### config.mk
export PLATFORM = sky130hd
export DESIGN_NAME = kbd_queue
export DESIGN_NICKNAME = d
export VERILOG_FILES = /design/src/rtl/kbd_queue.sv
export SDC_FILE = /design/constraint.sdc
export NUM_CORES = 1
export LEC_CHECK = 0
export ABC_AREA = 1
export CAP_MARGIN = 30
export CORE_MARGIN = 4
export CORE_UTILIZATION = 50
export CTS_BUF_LIST = sky130_fd_sc_hd__clkbuf_16
export CTS_CLUSTER_SIZE = 24
export DETAILED_ROUTE_END_ITERATION = 12
export DONT_BUFFER_PORTS = 1
export PLACE_DENSITY = 0.69
export SYNTH_ARGS = -nofsm -noshare
export SYNTH_HDL_FRONTEND = slang
export SYNTH_SLANG_ARGS = --single-unit
### constraint.sdc
create_clock -name clk -period 3.1 [get_ports clk]
set_input_delay 0.31 -clock clk [delete_from_list [all_inputs] [get_ports clk]]
set_output_delay 0.31 -clock clk [all_outputs]
set_load 0.02 [all_outputs]
### src/rtl/kbd_queue.sv
// Keyboard event queue: turns the decoder's held-key level into press events with
// typematic auto-repeat, buffered in a show-ahead FIFO drained one entry per CPU read.
module kbd_queue #(
    parameter int unsigned DEPTH     = 16,
    parameter int unsigned DELAY_CYC = 25_000_000,
    parameter int unsigned RATE_CYC  = 2_500_000
) (
    input  logic                   clk,
    input  logic                   resetn,
    input  logic [7:0]             key_ascii,
    input  logic                   pop,
    input  logic                   ovf_clr,
    output logic [7:0]             rd_data,
    output logic [$clog2(DEPTH):0] count,
    output logic                   empty,
    output logic                   full,
    output logic                   overflow
);

    localparam int unsigned AW = $clog2(DEPTH);
    localparam int unsigned CW = AW + 1;

    typedef enum logic [1:0] {
        StIdle,
        StDelay,
        StRepeat
    } state_e;

    state_e         state_q, state_d;
    logic [7:0]     last_key_q, last_key_d;
    logic [31:0]    tmr_q, tmr_d;

    logic           push;
    logic [7:0]     push_data;

    logic [7:0]     mem [DEPTH];
    logic [AW-1:0]  wptr_q, wptr_d;
    logic [AW-1:0]  rptr_q, rptr_d;
    logic [CW-1:0]  count_q, count_d;
    logic           overflow_q, overflow_d;
    logic           do_push, do_pop, drop;

    // Repeat FSM: release beats key change, key change beats the timer.
    always_comb begin
        state_d    = state_q;
        last_key_d = last_key_q;
        tmr_d      = tmr_q;
        push       = 1'b0;
        push_data  = key_ascii;

        unique case (state_q)
            StIdle: begin
                if (key_ascii != 8'h00) begin
                    push       = 1'b1;
                    last_key_d = key_ascii;
                    tmr_d      = 32'd0;
                    state_d    = StDelay;
                end
            end
            StDelay: begin
                if (key_ascii == 8'h00) begin
                    state_d = StIdle;
                end else if (key_ascii != last_key_q) begin
                    push       = 1'b1;
                    last_key_d = key_ascii;
                    tmr_d      = 32'd0;
                end else if (tmr_q == 32'(DELAY_CYC - 1)) begin
                    push      = 1'b1;
                    push_data = last_key_q;
                    tmr_d     = 32'd0;
                    state_d   = StRepeat;
                end else begin
                    tmr_d = tmr_q + 32'd1;
                end
            end
            StRepeat: begin
                if (key_ascii == 8'h00) begin
                    state_d = StIdle;
                end else if (key_ascii != last_key_q) begin
                    push       = 1'b1;
                    last_key_d = key_ascii;
                    tmr_d      = 32'd0;
                    state_d    = StDelay;
                end else if (tmr_q == 32'(RATE_CYC - 1)) begin
                    push      = 1'b1;
                    push_data = last_key_q;
                    tmr_d     = 32'd0;
                end else begin
                    tmr_d = tmr_q + 32'd1;
                end
            end
            default: state_d = StIdle;
        endcase
    end

    always_ff @(posedge clk) begin
        if (!resetn) begin
            state_q    <= StIdle;
            last_key_q <= 8'h00;
            tmr_q      <= 32'd0;
        end else begin
            state_q    <= state_d;
            last_key_q <= last_key_d;
            tmr_q      <= tmr_d;
        end
    end

    // A pop frees the head slot on the same edge, so a full FIFO still accepts a push.
    always_comb begin
        do_pop  = pop && !empty;
        do_push = push && (!full || pop);
        drop    = push && full && !pop;

        wptr_d  = do_push ? wptr_q + AW'(1) : wptr_q;
        rptr_d  = do_pop ? rptr_q + AW'(1) : rptr_q;

        count_d = count_q;
        if (do_push && !do_pop) begin
            count_d = count_q + CW'(1);
        end else if (!do_push && do_pop) begin
            count_d = count_q - CW'(1);
        end

        overflow_d = overflow_q;
        if (drop) begin
            overflow_d = 1'b1;
        end else if (ovf_clr) begin
            overflow_d = 1'b0;
        end
    end

    always_ff @(posedge clk) begin
        if (!resetn) begin
            wptr_q     <= '0;
            rptr_q     <= '0;
            count_q    <= '0;
            overflow_q <= 1'b0;
        end else begin
            wptr_q     <= wptr_d;
            rptr_q     <= rptr_d;
            count_q    <= count_d;
            overflow_q <= overflow_d;
        end
    end

    always_ff @(posedge clk) begin
        if (resetn && do_push) begin
            mem[wptr_q] <= push_data;
        end
    end

    always_comb begin
        empty    = (count_q == '0);
        full     = (count_q == CW'(DEPTH));
        count    = count_q;
        overflow = overflow_q;
        rd_data  = empty ? 8'h00 : mem[rptr_q];
    end

endmodule

==> reports/qor.json, run 1 <==
{
  "final_layout_size_suffix_gt1_share": {"value": 11.08, "unit": "%"},
  "first_global_vias": {"value": 6227},
  "final.min_clock_period": {"value": 2.814, "unit": "ns"},
  "yosysWarnings": {"value": 0},
  "swShare": {"value": 36.51, "unit": "%"},
  "floorplan.initialDensity": {"value": 51.70, "unit": "%"},
  "die_height": {"value": 139.9, "unit": "um"},
  "numCtsBuffers": {"value": 17},
  "critPathMaxFanout": {"value": 5},
  "maximum_number_of_pins_on_one_net_before_global_route_repair": {"value": 48},
  "final_max_slew_viol_count": {"value": 0},
  "syn_nets": {"value": 969},
  "outcome": {"value": "completed"},
  "dieArea": {"value": 0.01957, "unit": "mm^2"},
  "grt_pass1_wl": {"value": 32.29, "unit": "mm"},
  "post_synth.cell_area_avg": {"value": 9.231, "unit": "um^2"},
  "gpl.final_weighted_congestion": {"value": 0.9231},
  "power.clock.fraction": {"value": 28.0, "unit": "%"},
  "power.switching": {"value": 2.899, "unit": "mW"},
  "initial_antenna_violation_count": {"value": 0},
  "setup.worst_path.start_class": {"value": "flip-flop"},
  "crit_top_cell": {"value": "nand2_1"},
  "syn_area": {"value": 0.008696, "unit": "mm^2"},
  "seq_area": {"value": 0.005050, "unit": "mm^2"},
  "route.vias.total": {"value": 6616},
  "post_synth_inst_count": {"value": 942},
  "most_repeated_cell_in_the_gate_level_netlist_after_synthesis": {"value": "nor2_1"},
  "power.density_cell_area": {"value": 806.5, "unit": "mW/mm^2"},
  "p_total": {"value": 7.941, "unit": "mW"},
  "design_area": {"value": 0.009847, "unit": "mm^2"},
  "period_share": {"value": 90.78, "unit": "%"},
  "tns": {"value": 0, "unit": "ns"},
  "detail-route-antenna-nets": {"value": 0},
  "final_critical_path_setup_slack": {"value": 0.2859, "unit": "ns"},
  "worst_setup_path_type": {"value": "reg2reg"},
  "timing_hold_violations_final": {"value": 0},
  "timing.clock.skew": {"value": 0.01498, "unit": "ns"},
  "post-route-drc-count": {"value": 0},
  "synth_top_area_cell": {"value": "edfxtp_1"},
  "fp.coreArea": {"value": 0.01682, "unit": "mm^2"},
  "power_frac_comb": {"value": 30.8, "unit": "%"},
  "synth.ff_latch_count": {"value": 188},
  "cts.root.buffer_cell": {"value": "clkbuf_16"},
  "drt_pre_antenna_iters": {"value": 4},
  "crit_path_top_delay_cell": {"value": "dfxtp_2"},
  "detailed_place_hpwl": {"value": 13.22, "unit": "mm"},
  "crit_path_max_incr_delay": {"value": 0.36, "unit": "ns"},
  "worst_pin_slew": {"value": 0.8119, "unit": "ns"},
  "timing.max_cap.violations": {"value": 0},
  "antenna_cells_inserted": {"value": 0},
  "num-fill-cells": {"value": 1481},
  "synth.lib_cells_used.distinct": {"value": 36},
  "clkSlewWorstSetupHoldPaths": {"value": 0.07, "unit": "ns"},
  "post_synth_most_frequent_cells": {"value": "nor2_1 (175), nand2_1 (138), edfxtp_1 (128), o21ai_0 (101), inv_1 (77)"},
  "io_buffer_count": {"value": 0},
  "slew_headroom": {"value": 45.70, "unit": "%"},
  "cts.htree.levels": {"value": 4},
  "layout.nets": {"value": 998},
  "setup-violations-final": {"value": 0},
  "wl_per_cell": {"value": 16.54, "unit": "um"},
  "hold_path_class": {"value": "in2reg"},
  "pre_cts_ws": {"value": 0.07340, "unit": "ns"},
  "largest_cells_by_area_after_synthesis": {"value": "edfxtp_1 (44%), dfxtp_1 (14%), nor2_1 (7.6%)"},
  "synth_sequential_area_ratio": {"value": 58.01, "unit": "%"},
  "placed_cell_area": {"value": 0.009168, "unit": "mm^2"},
  "grt_use_total": {"value": 20.84, "unit": "%"},
  "seq_power_share": {"value": 41.2, "unit": "%"},
  "worstPathRequired": {"value": 3.42, "unit": "ns"},
  "areaGrowthSynthToFinish": {"value": 13.24, "unit": "%"},
  "fraction_of_post_synthesis_cell_area_in_the_top_cell_type_by_area": {"value": 44.20, "unit": "%"},
  "worst_skew_pair.late_latency": {"value": 0.44, "unit": "ns"},
  "grt_overflow_total": {"value": 0},
  "io_pins": {"value": 28},
  "cts_tree": {"value": "yes"},
  "multi_input_comb_area": {"value": 0.003214, "unit": "mm^2"},
  "max_freq": {"value": 355.3, "unit": "MHz"},
  "clkSinkCount": {"value": 188},
  "worst_ep_arrival_time": {"value": 3.13, "unit": "ns"},
  "synth_edf_count": {"value": 128},
  "fp-row-count": {"value": 47},
  "crit_chain": {"value": "ha_4 -> nand2_2 -> nor2_4 -> nand3_1 -> nor2_1 -> nand2_1 -> nand2_1 -> nand2_1 -> nand3_2 -> nand3_2 -> inv_4 -> ha_2 -> inv_2 -> fa_2 -> a21o_1 -> a21oi_2 -> nor2_1 -> nor2_1 -> nand2_1 -> o21ai_1 -> a21oi_1"},
  "p_int": {"value": 5.042, "unit": "mW"},
  "cp-end-kind": {"value": "flip-flop"},
  "async_flop_share": {"value": 0, "unit": "%"},
  "initialDrtViolationCount": {"value": 469},
  "dieWidth": {"value": 139.9, "unit": "um"},
  "worst_ir_drop_vdd": {"value": 0.5028, "unit": "mV"},
  "ys.flop_type": {"value": "edfxtp_1"},
  "wl": {"value": 19.91, "unit": "mm"},
  "p_leak": {"value": 3.466, "unit": "nW"},
  "clk_path_buf_depth": {"value": 2},
  "via_per_inst": {"value": 5.495}
}
## registers in the layout (all words and copies together) (netlist names), named ones only
signal and cells:
count 5, last_key_q 8, mem 128, overflow 1
rptr_q 4, state_q 2, tmr_q 32, wptr_q 4
## power groups by stage
stage               registers, mW  logic [mW]  clock network, mW
floorplan                    3.28        1.65                  0
detailed placement           3.32        2.36                  0
finish                       3.27        2.45               2.22
CTS                          3.27        2.38               2.26
global placement             3.32        2.32                  0
global route                 3.30        2.76               2.40
## layout make-up
class                   instances  share of cell area (%)
clock buffers                  17                   4.320
clock inverters                15                   1.995
inverters                      86                   3.304
multi-input cells             632                   32.64
flip-flops and latches        188                   51.28
well taps                     220                   2.795
repair buffers                 46                   3.659
## path summary, 6_finish.rpt
| path | cells after the start | start | end | slack, ns |
|---|---|---|---|---|
| setup / recovery | 21 | tmr_q[0]$_SDFFE_PN0P_ | count[4]$_SDFFE_PN0P_ | 0.29 |
| hold reg to reg | 2 | rptr_q[3]$_SDFFE_PN0P_ | flip-flop | 0.47 |
| setup reg to reg | 21 | tmr_q[0]$_SDFFE_PN0P_ | count[4]$_SDFFE_PN0P_ | 0.29 |
| hold / removal | 2 | resetn | tmr_q[0]$_SDFFE_PN0P_ | 0.01 |
## cells by family after synthesis
group | synth area share (%)
and+or+nand+nor | 19.71
AOI/OAI and AO/OA | 12.60
DFF | 58.01
buffers and inverters | 5.410
xor gates and xnor gates | 2.014
adders and majority gates | 2.245
## layer usage
metal	up-vias	GRT usage, %	wire [um]
met1	3069	27.64	8617
met5	-	0	0
met2	220	34.52	9580
met4	0	6.119	284
li1	3299	-	-
met3	28	4.631	1426
## through the flow
| step | util [%] | instances | hold slack (ns) |
|---|---|---|---|
| after CTS | 58.27 | 1203 | 0.00007816 |
| after global placement | 54.46 | 1169 | 0.4309 |
| after floorplan | - | 942 | 0.4363 |
| after global routing | 58.55 | 1204 | 0.002826 |
| final | 58.55 | 1204 | 0.01461 |
| after detailed placement | 54.51 | 1170 | 0.4341 |
## cells in the final DEF (no fill, tap or decap), types with 2 or more instances in the layout
master | Yosys | routed
o21a_1 | 3 | 3
xor2_1 | 18 | 18
nor2_4 | 2 | 2
inv_2 | 7 | 8
o22ai_1 | 6 | 6
a31oi_1 | 9 | 9
dfxtp_1 | 60 | 56
clkbuf_16 | 0 | 17
nor2_2 | 3 | 3
o31ai_1 | 2 | 2
nand3_2 | 2 | 2
nand2_2 | 3 | 3
dfxtp_2 | 0 | 4
nor3_1 | 14 | 14
o21ai_2 | 2 | 2
o21ai_0 | 101 | 100
xnor2_1 | 2 | 2
clkinv_8 | 0 | 5
inv_6 | 0 | 4
inv_8 | 0 | 3
nand3_1 | 44 | 44
ha_1 | 14 | 11
o221ai_1 | 26 | 26
inv_1 | 77 | 75
ha_4 | 0 | 2
nand3b_1 | 2 | 2
nor4_1 | 2 | 2
edfxtp_1 | 128 | 128
buf_4 | 0 | 44
a21oi_1 | 38 | 37
nand2_1 | 138 | 138
nor2_1 | 175 | 175
clkinv_1 | 2 | 2
a21o_1 | 2 | 2
nand4_1 | 20 | 20
## worst max-delay path: cells and delay by family (launching register included)
family | cells | cell delay, ns
simple gates | 12 | 0.99
buf+inv | 2 | 0.17
compound gates | 4 | 0.47
flops | 1 | 0.36
fa+ha+maj | 3 | 0.71
## repair_timing
| item | CTS | global route |
|---|---|---|
| resized for setup | 0 | 13 |
| endpoints found under the hold margin | 19 | 0 |
| setup buffers | 0 | 1 |
| hold buffers | 1 | 0 |
| endpoints found under the setup margin | 0 | 6 |
No activity file was read; power rests on OpenSTA's default activity.
==> inputs of run 2 (changes only) <==
Settings changed: GPL_ROUTABILITY_DRIVEN set to 0, HOLD_SLACK_MARGIN set to 0.06.
==> run 2 against run 1 <==
Against the previous run: wire length decreased by 0.37%; core utilization decreased by 0.25 points; register-to-register slack got worse by 0.11 ns; die area unchanged; maximum frequency decreased by 3.7%; clock skew decreased by 0.0023 ns; clock power decreased by 6%; clock-buffer cell count unchanged; critical path depth unchanged; largest cell class unchanged; highest routed layer unchanged.
==> reports/qor.json, run 2 (synthesized netlist as in run 1, its figures left out) <==
{
  "dieWidth": {"value": 139.9, "unit": "um", "change": "unchanged"},
  "worst_skew_pair.late_latency": {"value": 0.44, "unit": "ns", "change": "about the same"},
  "worst_hold_startpoint": {"value": "key_ascii[4]"},
  "worst_hold_path.num_cells": {"value": 2, "change": "unchanged"},
  "final_layout_size_suffix_gt1_share": {"value": 10.94, "unit": "%", "change": "-0.13 points"},
  "route.vias.total": {"value": 6713, "change": "+1.5%"},
  "timing.max_cap.violations": {"value": 0, "change": "unchanged"},
  "clk_path_buf_depth": {"value": 2, "change": "unchanged"},
  "registers.top_by_ff_count": {"value": "mem"},
  "placed_cell_area": {"value": 0.009185, "unit": "mm^2", "change": "+0.19%"},
  "core_util_final": {"value": 58.30, "unit": "%", "change": "-0.25 points"},
  "post_layout_nonfiller_instances": {"value": 1207, "change": "+0.25%"},
  "dieArea": {"value": 0.01957, "unit": "mm^2", "change": "unchanged"},
  "maximum_number_of_pins_on_one_net_before_global_route_repair": {"value": 33, "change": "-31%"},
  "largest_register_ff_count": {"value": 128, "change": "unchanged"},
  "wl_per_cell": {"value": 16.43, "unit": "um", "change": "-0.61%"},
  "fp-row-count": {"value": 47, "change": "unchanged"},
  "die_height": {"value": 139.9, "unit": "um", "change": "unchanged"},
  "design_area": {"value": 0.009806, "unit": "mm^2", "change": "-0.42%"},
  "final.min_clock_period": {"value": 2.921, "unit": "ns", "change": "+0.1072 ns"},
  "outcome": {"value": "completed"},
  "max_freq": {"value": 342.3, "unit": "MHz", "change": "-3.7%"},
  "initial_antenna_violation_count": {"value": 0, "change": "unchanged"},
  "clkSinkCount": {"value": 188, "change": "unchanged"},
  "cts.htree.levels": {"value": 4, "change": "unchanged"},
  "final_max_slew_viol_count": {"value": 0, "change": "unchanged"},
  "most-common-layout-cells": {"value": "nor2_1 (175), nand2_1 (138), edfxtp_1 (128), o21ai_0 (101), inv_1 (77)"},
  "crit_chain": {"value": "ha_2 -> nand2_2 -> nor2_4 -> nand3_1 -> nor2_1 -> nand2_1 -> nand2_1 -> nand2_1 -> nand3_2 -> nand3_4 -> inv_4 -> ha_2 -> inv_2 -> fa_2 -> a21o_1 -> a21oi_2 -> nor2_1 -> nor2_1 -> nand2_1 -> o21ai_0 -> a21oi_1"},
  "p_total": {"value": 7.804, "unit": "mW", "change": "-1.7%"},
  "top_registers": {"value": "mem (128), tmr_q (32), last_key_q (8)"},
  "grt_pass1_wl": {"value": 32.05, "unit": "mm", "change": "-0.73%"},
  "post-route-drc-count": {"value": 0, "change": "unchanged"},
  "grt_overflow_total": {"value": 0, "change": "unchanged"},
  "numCtsBuffers": {"value": 17, "change": "unchanged"},
  "io_pins": {"value": 28, "change": "unchanged"},
  "setup.worst_path.start_class": {"value": "flip-flop"},
  "p_leak": {"value": 3.463, "unit": "nW", "change": "about the same"},
  "cts_setup_buffers": {"value": 0, "change": "unchanged"},
  "worst_ep_arrival_time": {"value": 3.24, "unit": "ns", "change": "+0.11 ns"},
  "slew_headroom": {"value": 31.02, "unit": "%", "change": "-15 points"},
  "hold_path_class": {"value": "in2reg"},
  "setup.reg_to_reg.worst_slack": {"value": 0.18, "unit": "ns", "change": "-0.11 ns"},
  "setup-violations-final": {"value": 0, "change": "unchanged"},
  "drt_pre_antenna_iters": {"value": 5, "change": "+1"},
  "detailed_place_hpwl": {"value": 13.31, "unit": "mm", "change": "+0.66%"},
  "initialDrtViolationCount": {"value": 558, "change": "+19%"},
  "via_per_inst": {"value": 5.562, "change": "+1.2%"},
  "worst_setup_path_type": {"value": "reg2reg"},
  "r2r-end": {"value": "count[4]$_SDFFE_PN0P_"},
  "worstHoldEndpoint": {"value": "last_key_q[4]$_SDFFE_PN0P_"},
  "worstPathRequired": {"value": 3.42, "unit": "ns", "change": "about the same"},
  "antenna_cells_inserted": {"value": 0, "change": "unchanged"},
  "worst_pin_slew": {"value": 1.031, "unit": "ns", "change": "+0.2194 ns"},
  "cts_tree": {"value": "yes"},
  "worst_ir_drop_vdd": {"value": 0.4762, "unit": "mV", "change": "-5.3%"},
  "fp.coreArea": {"value": 0.01682, "unit": "mm^2", "change": "unchanged"},
  "crit_path_top_delay_cell": {"value": "fa_2"},
  "wl": {"value": 19.84, "unit": "mm", "change": "-0.37%"},
  "grt_use_total": {"value": 20.53, "unit": "%", "change": "-0.31 points"},
  "ff2ff_path_depth": {"value": 21, "change": "unchanged"},
  "cts.root.buffer_cell": {"value": "clkbuf_16"},
  "layout.nets": {"value": 1002, "change": "+0.40%"},
  "timing_hold_violations_final": {"value": 0, "change": "unchanged"},
  "io_buffer_count": {"value": 0, "change": "unchanged"},
  "first_global_vias": {"value": 6273, "change": "+0.74%"},
  "timing.clock.skew": {"value": 0.01271, "unit": "ns", "change": "-0.002269 ns"},
  "power.density_cell_area": {"value": 795.9, "unit": "mW/mm^2", "change": "-1.3%"},
  "crit_top_cell": {"value": "nand2_1"},
  "floorplan.initialDensity": {"value": 51.70, "unit": "%", "change": "unchanged"},
  "critPathMaxFanout": {"value": 5, "change": "unchanged"},
  "cp-end-kind": {"value": "flip-flop"},
  "detail-route-antenna-nets": {"value": 0, "change": "unchanged"},
  "place.detailed.instances": {"value": 1174, "change": "+0.34%"},
  "mostFrequentLayoutCell": {"value": "nor2_1"},
  "regToRegStartpoint": {"value": "tmr_q[0]$_SDFFE_PN0P_"},
  "clkSlewWorstSetupHoldPaths": {"value": 0.07, "unit": "ns", "change": "about the same"},
  "areaGrowthSynthToFinish": {"value": 12.76, "unit": "%"},
  "period_share": {"value": 94.24, "unit": "%", "change": "+3.5 points"},
  "crit_path_max_incr_delay": {"value": 0.35, "unit": "ns", "change": "about the same"}
}
-- run 2: cell types whose count changed in the layout (fill, tap and decap cells not counted), moves of 2 or more --
cell | before | now
clkinv_8 | 5 | 1
clkinv_2 | 0 | 3
buf_4 | 44 | 48
inv_1 | 75 | 77
-- run 2: report_power, final --
| group | internal, mW | switching [mW] |
|---|---|---|
| logic | 0.784 | 1.66 |
| registers | 3.10 | 0.174 |
| clock network | 1.12 | 0.963 |
| total | 5.00 | 2.80 |
-- run 2: per-stage QoR --
stage | hold WS [ns] | TNS [ns] | worst slack (ns)
after floorplan | 0.4363 | 0 | 0.2619
after global placement | 0.4316 | 0 | 0.1771
after detailed placement | 0.4354 | 0 | 0.07252
after CTS | 0.06118 | 0 | 0.04885
after global routing | 0.08677 | -0.004098 | -0.004098
final | 0.07165 | 0 | 0.1787
-- run 2: worst max path at each step --
stage / start / to / slack (ns) / depth (start not counted)
finish: tmr_q[0]$_SDFFE_PN0P_ / count[4]$_SDFFE_PN0P_ / 0.18 / 21
global placement: tmr_q[0]$_SDFFE_PN0P_ / count[4]$_SDFFE_PN0P_ / 0.18 / 21
global route: tmr_q[0]$_SDFFE_PN0P_ / count[4]$_SDFFE_PN0P_ / -0.004 / 21
CTS: tmr_q[0]$_SDFFE_PN0P_ / count[4]$_SDFFE_PN0P_ / 0.05 / 21
detailed placement: tmr_q[0]$_SDFFE_PN0P_ / count[4]$_SDFFE_PN0P_ / 0.07 / 21
floorplan: tmr_q[0]$_SDFFE_PN0P_ / count[4]$_SDFFE_PN0P_ / 0.26 / 21
-- run 2: per-layer routing --
metal | GRT usage, % | share of wire (%) | vias to the layer above | wire (um)
met4 | 7.292 | 1.8 | 0 | 366
met3 | 3.636 | 5.7 | 34 | 1123
li1 | - | - | 3306 | -
met5 | 0 | 0 | - | 0
met2 | 33.17 | 48 | 182 | 9425
met1 | 28.00 | 45 | 3191 | 8921
-- run 2: what timing repair did --
action | CTS | global route
resized for setup | 0 | 10
setup endpoints to repair | 0 | 2
hold buffers | 2 | 0
endpoints found under the hold margin | 32 | 0
-- run 2: layout make-up --
cell class              count  area [um^2]
inverters                  86        325.3
clock buffers              17        425.4
multi-input cells         632         3212
flip-flops and latches    188         5049
repair buffers             50        380.4
clock inverters            14        138.9
fillers                  1491         7013
well taps                 220        275.3
-- run 2: critical path, delay by kind of cell, from the launching register on --
| family | cells | cell delay, ns |
|---|---|---|
| AND/OR/NAND/NOR | 12 | 1.05 |
| adder cells (fa/ha/maj) | 3 | 0.74 |
| AO/OA/AOI/OAI | 4 | 0.51 |
| flip-flops | 1 | 0.34 |
| buffers and inverters | 2 | 0.16 |
==> edit (settings of run 1) <==
Take the reset off `last_key_q` and load it in a clocked block of its own.
--- a/src/rtl/kbd_queue.sv
+++ b/src/rtl/kbd_queue.sv
@@ -96,13 +96,15 @@
     always_ff @(posedge clk) begin
         if (!resetn) begin
             state_q    <= StIdle;
-            last_key_q <= 8'h00;
             tmr_q      <= 32'd0;
         end else begin
             state_q    <= state_d;
-            last_key_q <= last_key_d;
             tmr_q      <= tmr_d;
         end
+    end
+
+    always_ff @(posedge clk) begin
+        last_key_q <= last_key_d;
     end
 
     // A pop frees the head slot on the same edge, so a full FIFO still accepts a push.
Formal check against the unedited RTL: no difference found for any inputs over 4 cycles, from zero or initial values and one cycle with resetn low; that may be too few to reach the edited logic, so the function may still have changed.
==> edit against run 1 <==
Combinational power increased by 9.8%; area after synthesis decreased by 0.52%; critical path depth decreased by 16; sequential share of layout area increased by 0.87 points; setup slack got worse by 0.17 ns; utilization increased by 0.13 points; sequential cell count unchanged; wire length about the same; cell count decreased by 1.3%; power increased by 2.7%; die area decreased by 0.49%; first-iteration DRC count increased by 22%; design area decreased by 0.13%; synthesized cell count decreased by 2.9%.
==> edit: results (changes against run 1) <==
Outcome - complete, no violations
Synth cell types - 38 (+5.6%)
DP Worst Slack - 0.155 ns (+0.0816 ns)
Post-synth EDFFs - 136 (+6.3%)
RePlAce Congestion - 0.950 (+2.9%)
Max rail drop VDD - 0.461 mV (-8.3%)
Power Clock - 0.00211 W (-5%)
Slew headroom - 42.0% (-3.6 points)
Clk_skew - 0.00993 ns (-0.00504 ns)
DR vias - 6,586 (-0.45%)
P_sw - 0.00301 W (+3.7%)
Yosys Warn Count - 0 (unchanged)
Pin count of the biggest net entering global routing - 47 (-2.1%)
DRT Wirelength - 19,900 um (about the same)
DPL Wire Length - 13,200 um (about the same)
Vias in the first global route - 6,239 (+0.19%)
Register with the most flip-flops - mem
WP data arrival - 2.67 ns (-0.46 ns)
GR Util met2 - 34.0% (-0.52 points)
Fill count - 1,436 (-3.0%)
Syn nets - 942 (-2.8%)
WHS Path Cells - 2 (unchanged)
CP Capture Point - rd_data[0]
GRT met1 Usage - 28.4% (+0.80 points)
Hold Path Sink - state_q[1]
Fraction of layout cells with a size suffix above 1 - 12.0% (+0.91 points)
Final net count - 983 (-1.5%)
Delay-heaviest family, CP - flip-flops
Overall Global Routing Usage - 20.9% (+0.075 points)
Global-route wire length before repair - 32,200 um (-0.32%)
Final Cycle Share - 96.1% (+5.3 points)
Seq pwr share - 41.1% (about the same)
Drt first pass iters - 5 (+1)
Seq/Total Area, Yosys - 59.2% (+1.2 points)
Clock root cell - clkbuf_16
Crit-path max FO - 46 (+41)
Net Sw Frac - 36.9% (+0.36 points)
Setup CP Type - flop to primary output
M3 GR Usage - 4.46% (-0.17 points)
Worst path max stage delay - 0.88 ns (+0.52 ns)
FF-to-FF setup slack - 0.25 ns (-0.04 ns)
DRT iter0 DRCs - 571 (+22%)
-- edit: cell count changes in the layout (fill, tap and decap cells not counted), moves of 8 or more --
cell                  run 1  this run
xor2_1                   18         5
nand2_1                 138       127
edfxtp_1                128       136
nor2_1                  175       184
o21ai_0                 100        89
a21oi_1                  37        19
dlygate4sd3_1             1         9
-- edit: metrics by stage --
step / cell area [um^2] / hold WS [ns] / instances / utilization (%)
after detailed placement: 9120 / 0.409 / 1148 / 54.4
after CTS: 9790 / 0.000981 / 1188 / 58.4
after floorplan: 8650 / 0.409 / 915 / -
final: 9830 / 0.0177 / 1188 / 58.7
after global placement: 9120 / 0.409 / 1148 / 54.4
after global routing: 9830 / 0.0126 / 1188 / 58.7
-- edit: cell families (layout without fill, tap and decap cells) --
| kind of cell | after synthesis | in the layout | share of synthesized area, % |
|---|---|---|---|
| compound gates | 166 | 166 | 11.4 |
| xor+xnor | 6 | 6 | 0.607 |
| fa+ha+maj | 15 | 15 | 2.26 |
| buf+inv | 121 | 174 | 5.44 |
| flops | 188 | 188 | 59.2 |
| simple gates | 419 | 419 | 21.1 |
-- edit: layout make-up --
cell class	instances	area [um^2]	share of cell area, %
Clock inverter	14	149	1.51
Clock buffer	17	425	4.33
Inverter	91	342	3.47
Tap cell	220	275	2.80
Sequential cell	188	5130	52.2
Timing Repair Buffer	52	413	4.20
Multi-Input combinational cell	606	3100	31.5
-- edit: timing repair --
| action | in CTS | in global routing |
|---|---|---|
| hold buffers | 9 | 0 |
| endpoints found under the setup margin | 0 | 4 |
| endpoints found under the hold margin | 14 | 0 |
| resized for setup | 0 | 12 |
-- edit: metal layers --
layer  vias to the layer above  share of wire (%)
li1                       3243                  -
met1                      3094                 44
met2                       225                 48
met3                        24                6.8
met4                         0                1.5
met5                         -                  0
